$ cat config.mk
export PLATFORM = sky130hd
export DESIGN_NAME = keyboard_matrix_map_flat
export DESIGN_NICKNAME = d
export VERILOG_FILES = /design/src/rtl/keyboard_matrix_map_if.sv /design/src/rtl/keyboard_matrix_map.sv /design/src/flat_wrapper.sv
export SDC_FILE = /design/constraint.sdc
export NUM_CORES = 2
export LEC_CHECK = 0
export CORE_ASPECT_RATIO = 1.2
export CORE_MARGIN = 5
export CORE_UTILIZATION = 29
export DETAILED_ROUTE_END_ITERATION = 12
export HOLD_SLACK_MARGIN = 0.08
export PLACE_DENSITY = 0.45
export RECOVER_POWER = 50
export REMOVE_ABC_BUFFERS = 1
export SLEW_MARGIN = 10
export SYNTH_ARGS = -nofsm -noshare
export SYNTH_HDL_FRONTEND = slang
export SYNTH_SLANG_ARGS = --single-unit
$ cat constraint.sdc
create_clock -name clk -period 10.5 [get_ports clk]
set_input_delay 2.625 -clock clk [delete_from_list [all_inputs] [get_ports clk]]
set_output_delay 2.625 -clock clk [all_outputs]
set_load 0.05 [all_outputs]
$ cat src/rtl/keyboard_matrix_map_if.sv
// Scan-code input and map-table programming port of keyboard_matrix_map.
// A byte transfers on a rising edge where code_valid and code_ready are both high;
// code must stay stable while code_valid waits for code_ready. map_we is a bare strobe.
interface keyboard_matrix_map_if #(
    parameter int ROWS = 8,
    parameter int COLS = 8
);
    localparam int EW = $clog2(ROWS) + $clog2(COLS) + 2;

    logic [7:0]    code;
    logic          code_valid;
    logic          code_ready;
    logic          map_we;
    logic [8:0]    map_addr;
    logic [EW-1:0] map_wdata;

    modport master (
        output code, code_valid, map_we, map_addr, map_wdata,
        input  code_ready
    );

    modport slave (
        input  code, code_valid, map_we, map_addr, map_wdata,
        output code_ready
    );
endinterface

$ cat src/rtl/keyboard_matrix_map.sv
// Decodes PS/2 make/break byte sequences through a programmable 512-entry table
// into an emulated active-low key matrix sensed by a row-scanning host.
module keyboard_matrix_map #(
    parameter int ROWS = 8,
    parameter int COLS = 8
) (
    input  logic                             clk,
    input  logic                             reset,
    keyboard_matrix_map_if.slave             bus,
    input  logic [ROWS-1:0]                  scan_in,
    output logic [COLS-1:0]                  scan_out,
    output logic                             restore,
    output logic [$clog2(ROWS*COLS+1)-1:0]   keys_down,
    output logic                             flush,
    output logic [2:0]                       dbg_state
);
    localparam int RW = $clog2(ROWS);
    localparam int CW = $clog2(COLS);
    localparam int EW = RW + CW + 2;
    localparam int KW = $clog2(ROWS*COLS+1);

    localparam logic [RW:0] ROWS_L = (RW+1)'(ROWS);
    localparam logic [CW:0] COLS_L = (CW+1)'(COLS);

    localparam logic [2:0] IDLE    = 3'd0;
    localparam logic [2:0] BRK     = 3'd1;
    localparam logic [2:0] EXT     = 3'd2;
    localparam logic [2:0] EXT_BRK = 3'd3;
    localparam logic [2:0] LOOKUP  = 3'd4;
    localparam logic [2:0] APPLY   = 3'd5;

    logic [2:0]                  state_q, state_d;
    logic                        ext_q, ext_d;
    logic                        brk_q, brk_d;
    logic [7:0]                  byte_q, byte_d;
    logic [ROWS-1:0][COLS-1:0]   matrix_q, matrix_d;
    logic                        restore_q, restore_d;
    logic [KW-1:0]               keys_q, keys_d;
    logic                        flush_q, flush_d;

    logic [EW-1:0]               map_mem [512];
    logic [EW-1:0]               entry_q;

    logic                        accept;
    logic                        is_err;
    logic                        ent_valid;
    logic                        ent_restore;
    logic [RW-1:0]               ent_row;
    logic [CW-1:0]               ent_col;
    logic                        pos_ok;

    assign bus.code_ready = (state_q == IDLE) || (state_q == BRK) ||
                            (state_q == EXT)  || (state_q == EXT_BRK);
    assign accept = bus.code_valid && bus.code_ready;
    assign is_err = (bus.code == 8'h00) || (bus.code == 8'hFF);

    assign ent_valid   = entry_q[EW-1];
    assign ent_restore = entry_q[EW-2];
    assign ent_row     = entry_q[CW +: RW];
    assign ent_col     = entry_q[0 +: CW];
    // Non-power-of-two matrices leave encodable positions with no physical key.
    assign pos_ok      = ({1'b0, ent_row} < ROWS_L) && ({1'b0, ent_col} < COLS_L);

    always_comb begin
        state_d   = state_q;
        ext_d     = ext_q;
        brk_d     = brk_q;
        byte_d    = byte_q;
        matrix_d  = matrix_q;
        restore_d = restore_q;
        keys_d    = keys_q;
        flush_d   = 1'b0;
        case (state_q)
            IDLE, BRK, EXT, EXT_BRK: begin
                if (accept) begin
                    if (is_err) begin
                        state_d   = IDLE;
                        matrix_d  = '1;
                        restore_d = 1'b0;
                        keys_d    = '0;
                        flush_d   = 1'b1;
                    end else if (bus.code == 8'hE0) begin
                        state_d = ((state_q == IDLE) || (state_q == EXT)) ? EXT : EXT_BRK;
                    end else if ((bus.code == 8'hF0) && (state_q == IDLE)) begin
                        state_d = BRK;
                    end else if ((bus.code == 8'hF0) && (state_q == EXT)) begin
                        state_d = EXT_BRK;
                    end else begin
                        state_d = LOOKUP;
                        byte_d  = bus.code;
                        ext_d   = (state_q == EXT) || (state_q == EXT_BRK);
                        brk_d   = (state_q == BRK) || (state_q == EXT_BRK);
                    end
                end
            end
            LOOKUP: state_d = APPLY;
            APPLY: begin
                state_d = IDLE;
                if (ent_valid) begin
                    if (ent_restore) begin
                        restore_d = !brk_q;
                    end else if (pos_ok) begin
                        // Only real transitions move the count, so typematic repeats are absorbed.
                        if (!brk_q && matrix_q[ent_row][ent_col]) begin
                            matrix_d[ent_row][ent_col] = 1'b0;
                            keys_d = keys_q + KW'(1);
                        end else if (brk_q && !matrix_q[ent_row][ent_col]) begin
                            matrix_d[ent_row][ent_col] = 1'b1;
                            keys_d = keys_q - KW'(1);
                        end
                    end
                end
            end
            default: state_d = IDLE;
        endcase
    end

    always_ff @(posedge clk or negedge reset) begin
        if (!reset) begin
            state_q   <= IDLE;
            ext_q     <= 1'b0;
            brk_q     <= 1'b0;
            byte_q    <= 8'h00;
            matrix_q  <= '1;
            restore_q <= 1'b0;
            keys_q    <= '0;
            flush_q   <= 1'b0;
        end else begin
            state_q   <= state_d;
            ext_q     <= ext_d;
            brk_q     <= brk_d;
            byte_q    <= byte_d;
            matrix_q  <= matrix_d;
            restore_q <= restore_d;
            keys_q    <= keys_d;
            flush_q   <= flush_d;
        end
    end

    // Table survives reset; a read racing a write to the same index sees the old entry.
    always_ff @(posedge clk) begin
        if (bus.map_we) begin
            map_mem[bus.map_addr] <= bus.map_wdata;
        end
        if (state_q == LOOKUP) begin
            entry_q <= map_mem[{ext_q, byte_q}];
        end
    end

    always_comb begin
        scan_out = '1;
        for (int r = 0; r < ROWS; r++) begin
            if (!scan_in[r]) begin
                scan_out = scan_out & matrix_q[r];
            end
        end
    end

    assign restore   = restore_q;
    assign keys_down = keys_q;
    assign flush     = flush_q;
    assign dbg_state = state_q;
endmodule

$ cat src/flat_wrapper.sv
// flat-port wrapper written by rule: the top's interface ports become plain ports
module keyboard_matrix_map_flat 
#(
    parameter int ROWS = 8,
    parameter int COLS = 8
)
  (clk, reset, scan_in, scan_out, restore, keys_down, flush, dbg_state, bus_code, bus_code_valid, bus_map_we, bus_map_addr, bus_map_wdata, bus_code_ready);
  keyboard_matrix_map_if #(.ROWS(ROWS), .COLS(COLS)) bus_i ();
  input  logic clk;
  input  logic reset;
  input  logic [ROWS-1:0] scan_in;
  output logic [COLS-1:0] scan_out;
  output logic restore;
  output logic [$clog2(ROWS*COLS+1)-1:0] keys_down;
  output logic flush;
  output logic [2:0] dbg_state;
  input wire logic [$bits(bus_i.code)-1:0] bus_code;
  input wire logic [$bits(bus_i.code_valid)-1:0] bus_code_valid;
  input wire logic [$bits(bus_i.map_we)-1:0] bus_map_we;
  input wire logic [$bits(bus_i.map_addr)-1:0] bus_map_addr;
  input wire logic [$bits(bus_i.map_wdata)-1:0] bus_map_wdata;
  output wire logic [$bits(bus_i.code_ready)-1:0] bus_code_ready;
  assign bus_i.code = bus_code;
  assign bus_i.code_valid = bus_code_valid;
  assign bus_i.map_we = bus_map_we;
  assign bus_i.map_addr = bus_map_addr;
  assign bus_i.map_wdata = bus_map_wdata;
  assign bus_code_ready = bus_i.code_ready;
  keyboard_matrix_map #(.ROWS(ROWS), .COLS(COLS)) u_core (.clk(clk), .reset(reset), .bus(bus_i), .scan_in(scan_in), .scan_out(scan_out), .restore(restore), .keys_down(keys_down), .flush(flush), .dbg_state(dbg_state));
endmodule
==> results.sh <==
export IMPL_cp_slowest_cell="clkbuf_1"
export IMPL_drtIter0Drc=6508
export IMPL_finalCritPeriodShare_pct=81.9
export IMPL_clk_latency_ns=0.99
export IMPL_cts_htree_levels=5
export IMPL_cp_required_ns=11.10
export IMPL_numCtsBuffers=422
export IMPL_drc=0
export IMPL_async_flop_share_pct=2.05
export IMPL_synth_top_area_share_pct=75.6
export IMPL_layout_drive_gt1_share_pct=29.0
export IMPL_cp_arrival_ns=9.20
export IMPL_io_buffer_count=57
export IMPL_finalSetupViolations=0
export IMPL_post_drt_wl_per_cell_um=29.2
export IMPL_max_slew_margin_pct=-230
export IMPL_core_mm2=0.560
export IMPL_syn_area_mm2=0.163
export IMPL_cts_sinks=4190
export IMPL_dp_hpwl_um=264000
export IMPL_syn_area_per_cell_um2=23.0
export IMPL_firstDrtPassIters=8
export IMPL_p_leak_uw=0.0553
export IMPL_cts_resized=0
export IMPL_detail_route_antenna_nets=0
export IMPL_ys_warn_count=0
export IMPL_die_w_um=695
export IMPL_ys_seq_area_share_pct=76.9
export IMPL_grt_max_degree=193
export IMPL_startpoint_type="input port"
export IMPL_root_buffer="clkbuf_16"
export IMPL_post_cts_buffers=0
export IMPL_rows=301
export IMPL_ir_worst_vdd_uv=210
export IMPL_clock_path_buffers=4
export IMPL_grt_ovfl_total=0
export IMPL_failed_checks="max-capacitance violations, max-slew violations"
export IMPL_layout_commonest_cell="edfxtp_1"
export IMPL_fmax_ghz=0.116
export IMPL_clk_pin_slew_ns=0.06
export IMPL_yosysUniqueCellTypes=63
export IMPL_r2r_setup_slack_ns=4.48
export IMPL_grt_pass1_vias=78300
export IMPL_initial_core_util_pct=29.1
export IMPL_wirelength_um=439000
export IMPL_cts_tree="yes"
export IMPL_p_per_area_mw_per_mm2=259
export IMPL_nNetsFinal=7292
export IMPL_period_minus_slack_ns=8.60
export IMPL_max_cap_violations=27
export IMPL_synth_top_area_cell="edfxtp_1"
export IMPL_grt_use_total_pct=14.9
export IMPL_gp_congestion=0.811
export IMPL_grt_pass1_wl_um=621000
export IMPL_synth_cells=7077
export IMPL_syn2layout_area_growth_pct=14.0
export IMPL_final_hold_violation_count=0
export IMPL_slew_viol_final=2125
export IMPL_stdcell_count=15000
export IMPL_clock_skew_ns=0.0636
export IMPL_cts_hold_buffers_added=0
export IMPL_crit_top_cell="clkbuf_1"
export IMPL_crit_path_max_fanout=172
export IMPL_via_per_inst=4.92
export IMPL_slowest_delay_ns=3.36
export IMPL_dominantRegCellSynth="edfxtp_1"
export IMPL_synth_seq_cells=4190
export IMPL_synth_edf_count=4104
export IMPL_crit_chain="clkbuf_1, clkbuf_1, buf_12"
export IMPL_dp_cells=14200
export IMPL_outcome="finished, violations left"
export IMPL_synth_area_leaders="edfxtp_1 76%, mux4_2 19%, nor2_1 1.3%"
export IMPL_final_cell_mix="4,104 x edfxtp_1, 1,344 x mux4_2, 551 x nor2_1"
export IMPL_worst_pin_slew_ns=4.95
export IMPL_dieArea_mm2=0.578
export IMPL_num_vias=74000
export IMPL_die_h_um=832
export IMPL_worst_hold_slack_ns=0.544
export IMPL_path_class="in2reg"
export IMPL_min_path_type="reg2reg"
export IMPL_antenna_found_initial=21
export IMPL_rsz0062_at_grt="no"
export IMPL_end_kind="flip-flop"
export IMPL_boundaryPins=58
[metrics by stage]
| stage | utilization [%] | setup slack [ns] | power [µW] | instance area [µm²] | setup TNS, ns |
|---|---|---|---|---|---|
| finish | 33.2 | 1.90 | 48200 | 186000 | 0 |
| global route | 33.2 | 1.52 | 50000 | 186000 | 0 |
| CTS | 33.2 | 3.06 | 49000 | 186000 | 0 |
| detailed placement | 30.8 | 3.06 | 34200 | 173000 | 0 |
| global placement | 30.8 | 3.06 | 34100 | 173000 | 0 |
| floorplan | - | -30.58 | 30300 | 161000 | -285.74 |
[routing by layer]
metal | global-route usage [%] | share of wire, % | vias to the layer above
li1 | - | - | 30500
met1 | 19.6 | 41 | 40900
met2 | 25.9 | 51 | 2068
met3 | 2.16 | 4.7 | 546
met4 | 3.53 | 2.5 | 6
met5 | 0 | 0.065 | -
[area by class of cell]
class | instances | area, µm²
fillers | 52300 | 375000
flip-flops and latches | 4190 | 125000
multi-input cells | 2439 | 35900
clock buffers | 492 | 11000
well taps | 7423 | 9290
clock inverters | 285 | 2440
repair buffers | 185 | 1770
inverters | 10 | 37.5
diodes | 4 | 10.0
[Yosys cell counts, types with 4 or more instances]
library cell  count
a21oi_1         153
a22oi_1           5
a31oi_1          10
and2_1            6
and3_1            6
buf_1            41
buf_2           131
buf_4            12
clkbuf_1        253
dfrtp_1          22
dfstp_2          64
edfxtp_1       4104
ha_1              7
inv_1            10
mux2_2           25
mux2i_1          27
mux4_2         1344
nand2_1          70
nand2b_1          5
nand3_1          15
nand3b_1         13
nor2_1          551
nor2b_1           7
nor3_1            7
nor3b_1           4
nor4_1           10
o21ai_0          68
o22ai_1          47
or3b_2            6
[worst max-delay path: cells and delay by family]
family	cells	cell delay [ns]
buffers and inverters	3	5.95
[kinds of logic (layout without fill, tap and decap cells)]
group | Yosys count | count (layout) | share of synthesized area, %
flops | 4190 | 4190 | 76.9
mux | 1396 | 1396 | 18.9
simple gates | 706 | 706 | 1.76
buf+inv | 448 | 972 | 1.16
compound gates | 325 | 325 | 1.16
fa+ha+maj | 7 | 7 | 0.0537
xor+xnor | 5 | 5 | 0.0269
other cells | 0 | 4 | 0
[flip-flops by register name, indices dropped and copies added (netlist names)]
register,flops
u_core.ext_q,1
u_core.matrix_q,64
u_core.flush,1
u_core.brk_q,1
u_core.dbg_state,3
u_core.entry_q,8
u_core.restore,1
u_core.byte_q,8
u_core.map_mem,4096
u_core.keys_down,7
[final timing paths]
| check | from | end | cells past startpoint |
|---|---|---|---|
| setup / recovery | bus_map_wdata[5] | u_core.map_mem[87][5] | 3 |
| hold / removal | u_core.matrix_q[53] | u_core.matrix_q[53] | 2 |
| setup reg to reg | u_core.byte_q[0] | u_core.entry_q[5] | 9 |
| hold reg to reg | u_core.matrix_q[53] | u_core.matrix_q[53] | 2 |
| max in group asynchronous | reset | u_core.byte_q[2] | 2 |
| min in group asynchronous | reset | u_core.matrix_q[38] | 1 |
[power breakdown]
| group | total (µW) | internal [µW] | switching (µW) | leakage, µW |
|---|---|---|---|---|
| sequential | 19100 | 18700 | 452 | 0.0378 |
| clock | 14800 | 8260 | 6510 | 0.00652 |
| combinational | 14300 | 6340 | 7960 | 0.0110 |
(Power assumes the default switching activity.)
